### src/rtl/count_wrap_monitor_pkg.sv
// count_wrap_monitor_pkg: event codes, tracker state encoding and the
// seven-segment pattern table shared by the count_wrap_monitor slice.
package count_wrap_monitor_pkg;

  // Event classes carried on evt_code
  localparam logic [2:0] EVT_NONE         = 3'd0;
  localparam logic [2:0] EVT_STEP_UP      = 3'd1;
  localparam logic [2:0] EVT_STEP_DOWN    = 3'd2;
  localparam logic [2:0] EVT_WRAP_UP      = 3'd3;
  localparam logic [2:0] EVT_WRAP_DOWN    = 3'd4;
  localparam logic [2:0] EVT_DIR_MISMATCH = 3'd5;
  localparam logic [2:0] EVT_JUMP         = 3'd6;

  // Tracker state: INIT waits for the first settled sample, TRACK classifies
  typedef enum logic {
    ST_INIT  = 1'b0,
    ST_TRACK = 1'b1
  } state_t;

  // Hex digit patterns, bit order {g,f,e,d,c,b,a}; entry 15 first so that
  // SEG_LUT[digit] selects the pattern for that digit.
  localparam logic [15:0][6:0] SEG_LUT = {
    7'h71, 7'h79, 7'h5E, 7'h39, 7'h7C, 7'h77, 7'h6F, 7'h7F,
    7'h07, 7'h7D, 7'h6D, 7'h66, 7'h4F, 7'h5B, 7'h06, 7'h3F
  };

endpackage

### src/rtl/count_wrap_monitor_if.sv
// count_wrap_monitor_if: one-deep event slot handshake (valid/ready plus
// event payload). master = monitor side, slave = consumer side.
interface count_wrap_monitor_if #(
  parameter int WIDTH = 4
);
  logic             evt_valid;
  logic             evt_ready;
  logic [2:0]       evt_code;
  logic [WIDTH-1:0] evt_value;

  modport master (
    output evt_valid,
    output evt_code,
    output evt_value,
    input  evt_ready
  );

  modport slave (
    input  evt_valid,
    input  evt_code,
    input  evt_value,
    output evt_ready
  );
endinterface

### src/rtl/count_wrap_monitor_q_sync_filter.sv
// q_sync_filter: three-flop synchroniser for the {m, q} bus with a settle
// check (s2 == s3). The stable flag is held off until the pipe has been
// refilled with real samples after reset, so the reset zeros are never
// mistaken for a counter value.
module q_sync_filter #(
  parameter int W = 5
) (
  input  logic         clk,
  input  logic         clr,
  input  logic [W-1:0] d,
  output logic         stable,
  output logic [W-1:0] value
);

  logic [W-1:0] s1_reg;
  logic [W-1:0] s2_reg;
  logic [W-1:0] s3_reg;
  logic [1:0]   fill_reg;

  // Synchroniser chain
  always_ff @(posedge clk or negedge clr) begin
    if (!clr) begin
      s1_reg <= '0;
      s2_reg <= '0;
      s3_reg <= '0;
    end else begin
      s1_reg <= d;
      s2_reg <= s1_reg;
      s3_reg <= s2_reg;
    end
  end

  // Counts edges since reset until s3 holds a genuine sample
  always_ff @(posedge clk or negedge clr) begin
    if (!clr) begin
      fill_reg <= 2'd0;
    end else if (fill_reg != 2'd3) begin
      fill_reg <= fill_reg + 2'd1;
    end
  end

  assign stable = (fill_reg == 2'd3) && (s2_reg == s3_reg);
  assign value  = s3_reg;

endmodule

### src/rtl/count_wrap_monitor.sv
// count_wrap_monitor: watches a ripple up/down counter (q, m), accepts only
// settled values, classifies each change and keeps a signed wrap epoch.
// Events leave through a one-deep valid/ready slot.
// Optional: define COUNT_WRAP_MONITOR_SEVEN_SEG_EN to add a registered
// seven-segment display (seg) of the last accepted value.
module count_wrap_monitor
  import count_wrap_monitor_pkg::*;
#(
  parameter int WIDTH   = 4,
  parameter int EPOCH_W = 8
) (
  input  logic               clk,
  input  logic               clr,
  input  logic [WIDTH-1:0]   q,
  input  logic               m,
  input  logic               err_clr,
  count_wrap_monitor_if.master evt,
  output logic [EPOCH_W-1:0] epoch,
  output logic               err,
  output logic               ovf
`ifdef COUNT_WRAP_MONITOR_SEVEN_SEG_EN
  ,
  output logic [6:0]         seg
`endif
);

  localparam logic [WIDTH-1:0]   Q_MAX     = '1;
  localparam logic [WIDTH-1:0]   Q_ONE     = WIDTH'(1);
  localparam logic [EPOCH_W-1:0] EPOCH_ONE = EPOCH_W'(1);

  logic             sync_stable;
  logic [WIDTH:0]   sync_value;
  logic [WIDTH-1:0] sync_q;
  logic             sync_m;

  state_t           state_reg;
  state_t           state_next;
  logic             load_init;
  logic             accept;
  logic [2:0]       code_next;

  logic [WIDTH-1:0]   last_reg;
  logic [EPOCH_W-1:0] epoch_reg;
  logic               err_reg;
  logic               ovf_reg;
  logic               valid_reg;
  logic [2:0]         code_reg;
  logic [WIDTH-1:0]   value_reg;

  logic up_ok;
  logic down_ok;
  logic wrap_up_ok;
  logic wrap_down_ok;
  logic drop;

  q_sync_filter #(
    .W(WIDTH + 1)
  ) u_sync (
    .clk    (clk),
    .clr    (clr),
    .d      ({m, q}),
    .stable (sync_stable),
    .value  (sync_value)
  );

  assign sync_q = sync_value[WIDTH-1:0];
  assign sync_m = sync_value[WIDTH];

  // Tracker state register
  always_ff @(posedge clk or negedge clr) begin
    if (!clr) begin
      state_reg <= ST_INIT;
    end else begin
      state_reg <= state_next;
    end
  end

  // Leave INIT once the first settled sample has been captured
  always_comb begin
    state_next = state_reg;
    if (state_reg == ST_INIT && sync_stable) begin
      state_next = ST_TRACK;
    end
  end

  // Tracker outputs: initial load vs. accepted change
  always_comb begin
    load_init = 1'b0;
    accept    = 1'b0;
    if (state_reg == ST_INIT) begin
      load_init = sync_stable;
    end else begin
      accept = sync_stable && (sync_q != last_reg);
    end
  end

  // Classify the settled value against the last accepted one
  always_comb begin
    up_ok        = (sync_q == last_reg + Q_ONE) && (last_reg != Q_MAX);
    down_ok      = (sync_q == last_reg - Q_ONE) && (last_reg != '0);
    wrap_up_ok   = (last_reg == Q_MAX) && (sync_q == '0);
    wrap_down_ok = (last_reg == '0) && (sync_q == Q_MAX);
    code_next    = EVT_JUMP;
    if (!sync_m) begin
      if (up_ok)                        code_next = EVT_STEP_UP;
      else if (wrap_up_ok)              code_next = EVT_WRAP_UP;
      else if (down_ok || wrap_down_ok) code_next = EVT_DIR_MISMATCH;
    end else begin
      if (down_ok)                      code_next = EVT_STEP_DOWN;
      else if (wrap_down_ok)            code_next = EVT_WRAP_DOWN;
      else if (up_ok || wrap_up_ok)     code_next = EVT_DIR_MISMATCH;
    end
  end

  // Last accepted value and wrap epoch track every accepted change,
  // even one whose event is dropped
  always_ff @(posedge clk or negedge clr) begin
    if (!clr) begin
      last_reg  <= '0;
      epoch_reg <= '0;
    end else begin
      if (load_init || accept) begin
        last_reg <= sync_q;
      end
      if (accept && code_next == EVT_WRAP_UP) begin
        epoch_reg <= epoch_reg + EPOCH_ONE;
      end else if (accept && code_next == EVT_WRAP_DOWN) begin
        epoch_reg <= epoch_reg - EPOCH_ONE;
      end
    end
  end

  assign drop = accept && valid_reg && !evt.evt_ready;

  // One-deep event slot; a consumer taking the pending event frees the slot
  // for a new event in the same cycle. Code reads NONE whenever empty.
  always_ff @(posedge clk or negedge clr) begin
    if (!clr) begin
      valid_reg <= 1'b0;
      code_reg  <= EVT_NONE;
      value_reg <= '0;
    end else if (accept && (!valid_reg || evt.evt_ready)) begin
      valid_reg <= 1'b1;
      code_reg  <= code_next;
      value_reg <= sync_q;
    end else if (valid_reg && evt.evt_ready) begin
      valid_reg <= 1'b0;
      code_reg  <= EVT_NONE;
    end
  end

  // Sticky error flags; a set in the same cycle as err_clr wins
  always_ff @(posedge clk or negedge clr) begin
    if (!clr) begin
      err_reg <= 1'b0;
      ovf_reg <= 1'b0;
    end else begin
      if (accept && (code_next == EVT_DIR_MISMATCH || code_next == EVT_JUMP)) begin
        err_reg <= 1'b1;
      end else if (err_clr) begin
        err_reg <= 1'b0;
      end
      if (drop) begin
        ovf_reg <= 1'b1;
      end else if (err_clr) begin
        ovf_reg <= 1'b0;
      end
    end
  end

  assign evt.evt_valid = valid_reg;
  assign evt.evt_code  = code_reg;
  assign evt.evt_value = value_reg;
  assign epoch         = epoch_reg;
  assign err           = err_reg;
  assign ovf           = ovf_reg;

`ifdef COUNT_WRAP_MONITOR_SEVEN_SEG_EN
  logic [6:0] seg_reg;

  // Display follows the last accepted value one cycle later
  always_ff @(posedge clk or negedge clr) begin
    if (!clr) begin
      seg_reg <= 7'd0;
    end else begin
      seg_reg <= SEG_LUT[4'(last_reg)];
    end
  end

  assign seg = seg_reg;
`endif

endmodule

### src/flat_wrapper.sv
// flat-port wrapper written by rule: the top's interface ports become plain ports
module count_wrap_monitor_flat import count_wrap_monitor_pkg::*;
#(
  parameter int WIDTH   = 4,
  parameter int EPOCH_W = 8
)
  (clk, clr, q, m, err_clr, epoch, err, ovf, evt_evt_valid, evt_evt_code, evt_evt_value, evt_evt_ready);
  count_wrap_monitor_if #(.WIDTH(WIDTH)) evt_i ();
  input  logic clk;
  input  logic clr;
  input  logic [WIDTH-1:0] q;
  input  logic m;
  input  logic err_clr;
  output logic [EPOCH_W-1:0] epoch;
  output logic err;
  output logic ovf;
  output wire logic [$bits(evt_i.evt_valid)-1:0] evt_evt_valid;
  output wire logic [$bits(evt_i.evt_code)-1:0] evt_evt_code;
  output wire logic [$bits(evt_i.evt_value)-1:0] evt_evt_value;
  input wire logic [$bits(evt_i.evt_ready)-1:0] evt_evt_ready;
  assign evt_evt_valid = evt_i.evt_valid;
  assign evt_evt_code = evt_i.evt_code;
  assign evt_evt_value = evt_i.evt_value;
  assign evt_i.evt_ready = evt_evt_ready;
  count_wrap_monitor #(.WIDTH(WIDTH), .EPOCH_W(EPOCH_W)) u_core (.clk(clk), .clr(clr), .q(q), .m(m), .err_clr(err_clr), .evt(evt_i), .epoch(epoch), .err(err), .ovf(ovf));
endmodule
### config.mk
export PLATFORM = sky130hd
export DESIGN_NAME = count_wrap_monitor_flat
export DESIGN_NICKNAME = d
export VERILOG_FILES = /design/src/rtl/count_wrap_monitor_pkg.sv /design/src/rtl/count_wrap_monitor_if.sv /design/src/rtl/count_wrap_monitor_q_sync_filter.sv /design/src/rtl/count_wrap_monitor.sv /design/src/flat_wrapper.sv
export SDC_FILE = /design/constraint.sdc
export NUM_CORES = 1
export LEC_CHECK = 0
export ABC_CLOCK_PERIOD_IN_PS = 3700
export BUFFER_PORTS_ARGS = -buffer_cell sky130_fd_sc_hd__buf_2
export CAP_MARGIN = 15
export CORE_UTILIZATION = 57
export DETAILED_ROUTE_END_ITERATION = 16
export HOLD_SLACK_MARGIN = 0.12
export PLACE_DENSITY = 0.82
export RECOVER_POWER = 25
export SLEW_MARGIN = 20
export SYNTH_ARGS = -nofsm -noshare
export SYNTH_HDL_FRONTEND = slang
export SYNTH_SLANG_ARGS = --single-unit
### constraint.sdc
create_clock -name clk -period 3.7 [get_ports clk]
set_clock_uncertainty 0.1 [all_clocks]
set_input_delay 1.11 -clock clk [delete_from_list [all_inputs] [get_ports clk]]
set_output_delay 1.11 -clock clk [all_outputs]
set_load 0.05 [all_outputs]
# Yosys cells after proc, flatten, opt, wreduce, memory -nomap -nowiden
# Cells that the tools add are included.
dict set report totals {
  input_bits 9
  ramBits 0
  latchBits 0
  out_inout_bits 18
  regBits 40
  mem_bits_ro 0
  mem_count 0
  elab_cells 77
}
dict set report classes {
  n_div 0
  n_eq_ne 13
  n_mul 0
  reduce_logical 28
  n_addsub 5
  bitwise_logic 1
  shift 0
  muxes 18
  n_lt_le_gt_ge 0
}
# op n
set op_table {}
lappend op_table {{2-to-1 mux 3 bit} 7}
lappend op_table {{2-to-1 mux 8 bit} 2}
lappend op_table {{logical AND 1 bit} 14}
lappend op_table {{equality test 3 bit (second input constant)} 3}
lappend op_table {{adder 8 x 1 -> 8 bit (second input constant)} 1}
lappend op_table {{equality test 4 bit} 2}
lappend op_table {{equality test 4 bit (second input constant)} 2}
lappend op_table {{zero test 4 bit} 2}
lappend op_table {{nonzero test 2 bit} 4}
lappend op_table {{subtractor 8 x 1 -> 8 bit (second input constant)} 1}
lappend op_table {{2-to-1 mux 1 bit} 7}
lappend op_table {{equality test 5 bit} 1}
lappend op_table {{logical OR 1 bit} 5}
lappend op_table {{adder 4 x 1 -> 4 bit (second input constant)} 1}
lappend op_table {{2-to-1 mux 2 bit} 2}
lappend op_table {{!= test 4 bit} 1}
lappend op_table {{!= test 4 bit (second input constant)} 1}
lappend op_table {{nonzero test 4 bit} 1}
lappend op_table {{subtractor 4 x 1 -> 4 bit (second input constant)} 1}
lappend op_table {{equality test 3 x 2 -> 1 bit (second input constant)} 1}
lappend op_table {{adder 2 x 1 -> 2 bit (second input constant)} 1}
lappend op_table {{equality test 2 bit (second input constant)} 1}
lappend op_table {{zero test 1 bit} 2}
lappend op_table {{!= test 2 bit (second input constant)} 1}
lappend op_table {{NOT 1 bit} 1}

# Depth between registers and ports, before layout
dict set report depth {
  word_depth 12
  depth_mapped 14
  depth_no_buf 14
}

# Hierarchy
# From an unflattened synthesis, not the netlist that was laid out.
dict set report unflattened {
  hier_cells 179
  hier_area_um2 2011.9
}
# module cells_per_inst n_inst area_per_inst_um2
set by_module_without_submodules {}
lappend by_module_without_submodules {count_wrap_monitor 152 1 1497.7}
lappend by_module_without_submodules {q_sync_filter 27 1 514.2}

# Least setup slack after synthesis
# No wires, ideal clock.
dict set report synth_timing {
  path_kind {register -> register}
  start {register u_core.last_reg[0]}
  end {register u_core.epoch_reg[6], in the netlist u_core.epoch[6]}
  path_stages_with_launch 15
  slack_ns 0.586
  n_path_buf 0
  t_arrival_ns 2.890
  setup_ns 0.125
  synth_period_minus_slack_ns 3.114
  path_cell_list {dfrtp_1 > inv_1 > ha_1 > xor2_1 > and2_1 > o2111ai_1 > and2b_2 > nand2_1 > fa_1 > a21o_1 > a21oi_1 > o21bai_1 > a21oi_1 > xnor2_1 > mux2_2}
}
dict set report synth_between {
  elab_chain_len 11
  elab_cells_between_ends 30
  cone_classes {add/sub: 2; eq/ne: 7; mux: 9; reduce/logical: 12}
}
# item line
set synth_lines {}
lappend synth_lines {{start, declared} count_wrap_monitor.sv:42} ;# logic [WIDTH-1:0] last_reg;
lappend synth_lines {{start signal, assigned} count_wrap_monitor.sv:123} ;# last_reg <= sync_q;
lappend synth_lines {{subtractor 4 x 1 -> 4 bit / adder 4 x 1 -> 4 bit (equally long branches)} {count_wrap_monitor.sv:100, count_wrap_monitor.sv:99}}
lappend synth_lines {{equality test 4 bit (on tied branches)} {count_wrap_monitor.sv:100, count_wrap_monitor.sv:99}}
lappend synth_lines {{logical AND 1 bit (on tied branches)} {count_wrap_monitor.sv:100, count_wrap_monitor.sv:99}}
lappend synth_lines {{logical OR 1 bit (on tied branches)} {count_wrap_monitor.sv:107, count_wrap_monitor.sv:111}}
lappend synth_lines {{2-to-1 mux 2 bit (on tied branches)} {count_wrap_monitor.sv:107, count_wrap_monitor.sv:111}}
lappend synth_lines {{2-to-1 mux 3 bit (on tied branches)} {count_wrap_monitor.sv:106, count_wrap_monitor.sv:110}}
lappend synth_lines {{2-to-1 mux 3 bit (on tied branches)} {count_wrap_monitor.sv:105, count_wrap_monitor.sv:109}}
lappend synth_lines {{2-to-1 mux 3 bit} count_wrap_monitor.sv:104} ;# if (!sync_m) begin
lappend synth_lines {{equality test 3 x 2 -> 1 bit / equality test 3 bit (equally long branches)} {count_wrap_monitor.sv:125, count_wrap_monitor.sv:127}}
lappend synth_lines {{logical AND 1 bit (on tied branches)} {count_wrap_monitor.sv:125, count_wrap_monitor.sv:127}}
lappend synth_lines {{2-to-1 mux 8 bit / nonzero test 2 bit (equally long branches)} n/a}
lappend synth_lines {{end signal, assigned} count_wrap_monitor.sv:126} ;# epoch_reg <= epoch_reg + EPOCH_ONE;
lappend synth_lines {{end signal, assigned} count_wrap_monitor.sv:128} ;# epoch_reg <= epoch_reg - EPOCH_ONE;
lappend synth_lines {{end, declared} count_wrap_monitor.sv:43} ;# logic [EPOCH_W-1:0] epoch_reg;
# Several ways; a longest one is shown, not always the timed one.
# A chain may end at the register's enable or synchronous reset.

# Final worst setup path
# Ends and elaborated chain as after synthesis.

==> results.py <==
metrics = {
    "die": {
        "fp.dieW_um": 61.5,
        "dieArea_um2": 3780,
        "start_util_pct": 60.0,
        "pin_count": 27,
        "core_um2": 3360,
        "die-height_um": 61.5,
        "rows": 21,
    },
    "placed_design": {
        "place_congestion": 0.839,
        "port_buffers": 26,
        "place_ws_ps": 137,
        "post-dp-hpwl_um": 2650,
    },
    "yosys": {
        "synth_common_cells": "40 x dfrtp_1, 15 x nand2_1, 15 x xnor2_1",
        "synth-seq-area-share_pct": 49.6,
        "synth_area_leaders": "dfrtp_1 50%, mux2_2 7.2%, xnor2_1 6.5%",
        "synth_top_cell_by_area": "dfrtp_1",
        "synth_edf_count": 0,
        "synth.most_common_cell": "dfrtp_1",
        "postSynthAreaPerCell_um2": 11.5,
        "synth_seq_cells": 40,
        "synth.distinct_cells": 42,
        "yosysWarnings": 0,
        "synth_area_um2": 2020,
        "ys.flop_type": "dfrtp_1",
        "synthesis.nets": 195,
        "synth_cells": 176,
        "synth_top_area_share_pct": 49.6,
        "postSynth.asyncResetShare_pct": 100,
    },
    "setup_path": {
        "r2r_end": "u_core.epoch[6]",
        "crit_end": "u_core.epoch[6]",
        "r2r_start": "u_core.last_reg[0]",
        "cp_data_arrival_time_ps": 3650,
        "cp-startpoint": "u_core.last_reg[0]",
        "end_kind": "flip-flop",
        "r2r_cells": 14,
        "r2r_slack_ps": 210,
        "worstPathRequired_ps": 3860,
        "setup.worst_path.class": "reg -> reg",
        "cp_max_fo": 7,
        "cp-start-kind": "flip-flop",
    },
    "outcome": {
        "status": "finished with violations",
        "violations": "max-capacitance violations, max-slew violations",
    },
    "cts": {
        "clk_pin_slew_ps": 130,
        "cts_setup_buffers": 0,
        "cts.path.max_buffers": 2,
        "cts_htree_levels": 2,
        "clkLatencyLatePin_ps": 360,
        "tritoncts": "built",
        "cts_made_buffers": 5,
        "cts_root_buf": "clkbuf_4",
        "cts_num_sinks": 40,
    },
    "route": {
        "wire_per_inst_um": 14.4,
        "dr.pass1.iters": 4,
        "drt-total-wl_um": 3580,
        "final_antenna_net_count": 0,
        "via_count": 1376,
        "viasPerCell": 5.53,
        "drc": 0,
        "drtIter0Drc": 59,
    },
    "sta": {
        "tightest_slew_ps": 2010,
        "slew_headroom_pct": -34.2,
        "fmax_mhz": 287,
        "fin_tns_setup_ps": 0,
        "setup_ws_ps": 211,
        "setup_violations": 0,
        "rsz0062_at_grt": "no",
        "period_needed_ps": 3490,
        "period_share_pct": 94.3,
        "maxSlewViolCount": 41,
        "hold_viol": 0,
    },
    "layout": {
        "post-route-util_pct": 66.9,
        "antenna_cells": 0,
        "largest_reg_flops": 8,
        "drive_above_1_share_pct": 28.6,
        "synthToLayoutAreaGrowth_pct": 11.4,
        "nNetsFinal": 221,
    },
    "power": {
        "ir_drop_uv": 300,
        "power.density_nw_per_um2": 591,
        "p_leak_nw": 1.07,
    },
    "global_route": {
        "grt_pass1_wl_um": 5880,
        "track_usage_pct": 21.9,
        "gr-total-overflow": 0,
        "grt_pass1_vias": 1377,
        "antenna_found_initial": 0,
        "grt_max_degree": 41,
    },
    "min_path": {
        "hp-class": "reg -> reg",
    },
    "run": {
        "drv_cap": 1,
    },
}
[cell type report]
cell class	count	area, um^2
inverter	7	26.3
multi-input combinational	122	956
timing repair buffer	26	129
clock buffer	5	37.5
clock inverter	3	42.5
sequential	40	1000
fill	268	1110
tap	46	57.6
[logic make-up after synthesis]
family | share of synthesized area, %
flip-flops | 49.6
AND/OR/NAND/NOR | 13.6
adder cells (fa/ha/maj) | 6.57
AO/OA/AOI/OAI | 7.99
buffers and inverters | 3.78
multiplexers | 8.24
XOR/XNOR | 10.3
[power by group]
part | internal [mW] | switching (mW) | leakage (nW)
registers | 0.506 | 0.0735 | 0.496
logic | 0.170 | 0.294 | 0.532
clock network | 0.141 | 0.145 | 0.0412
[worst max-delay path, cell delays in order (launching register included)]
cell	delay, ps
dfrtp_1	440
inv_1	90
ha_1	260
nand3_1	100
o21ai_0	130
o2111ai_1	410
and2b_2	260
nand2_2	130
fa_1	420
a21o_1	170
a21oi_1	230
o21bai_1	120
a21oi_1	200
xnor2_1	80
mux2_2	260
[routing by layer]
metal  up-vias  track usage, %  share of wire, %
li1        661               -                 -
met1       681            24.1                42
met2        26            39.5                53
met3         8            6.09               2.8
met4         0            8.89               1.7
met5         -               0                 0
[worst min path at each step]
| stage | slack (ps) | endpoint | cells past startpoint | start |
|---|---|---|---|---|
| 2_1_floorplan | 230 | u_core.u_sync.s2_reg[0] | 0 | u_core.u_sync.s1_reg[0] |
| 3_3_place_gp | 230 | u_core.u_sync.s2_reg[3] | 0 | u_core.u_sync.s1_reg[3] |
| 3_5_place_dp | 230 | u_core.u_sync.s2_reg[2] | 0 | u_core.u_sync.s1_reg[2] |
| 4_1_cts | 260 | u_core.u_sync.s2_reg[2] | 0 | u_core.u_sync.s1_reg[2] |
| 5_1_grt | 270 | u_core.u_sync.s2_reg[2] | 0 | u_core.u_sync.s1_reg[2] |
| 6_report | 260 | u_core.u_sync.s2_reg[2] | 0 | u_core.u_sync.s1_reg[2] |
[what timing repair did]
action | 4_1_cts | 5_1_grt
hold buffers | 0 | 0
endpoints found under the setup margin | 0 | 2
resized for setup | 0 | 3
[per-stage QoR]
stage          instances  hold WS, ps  instance area (um^2)  total power [mW]
6_report             249          261                  2250              1.33
5_1_grt              249          271                  2250              1.41
4_1_cts              249          262                  2240              1.33
3_5_place_dp         241          235                  2160              1.05
3_3_place_gp         241          233                  2160              1.03
2_1_floorplan        176          231                  2020             0.947
[cells in the final DEF (no fill, tap or decap), drive strengths merged, types with 2 or more instances in the layout]
| master | count |
|---|---|
| o41ai | 2 |
| or2 | 2 |
| nor2 | 9 |
| o21ai | 4 |
| o22ai | 3 |
| nand4 | 2 |
| clkbuf | 6 |
| xnor2 | 15 |
| mux2 | 13 |
| nor3 | 3 |
| ha | 9 |
| nand3b | 3 |
| nand2b | 2 |
| nand3 | 7 |
| buf | 25 |
| nand2 | 16 |
| xor2 | 7 |
| a21oi | 5 |
| dfrtp | 40 |
| mux2i | 2 |
| inv | 7 |
(Power assumes the default switching activity.)
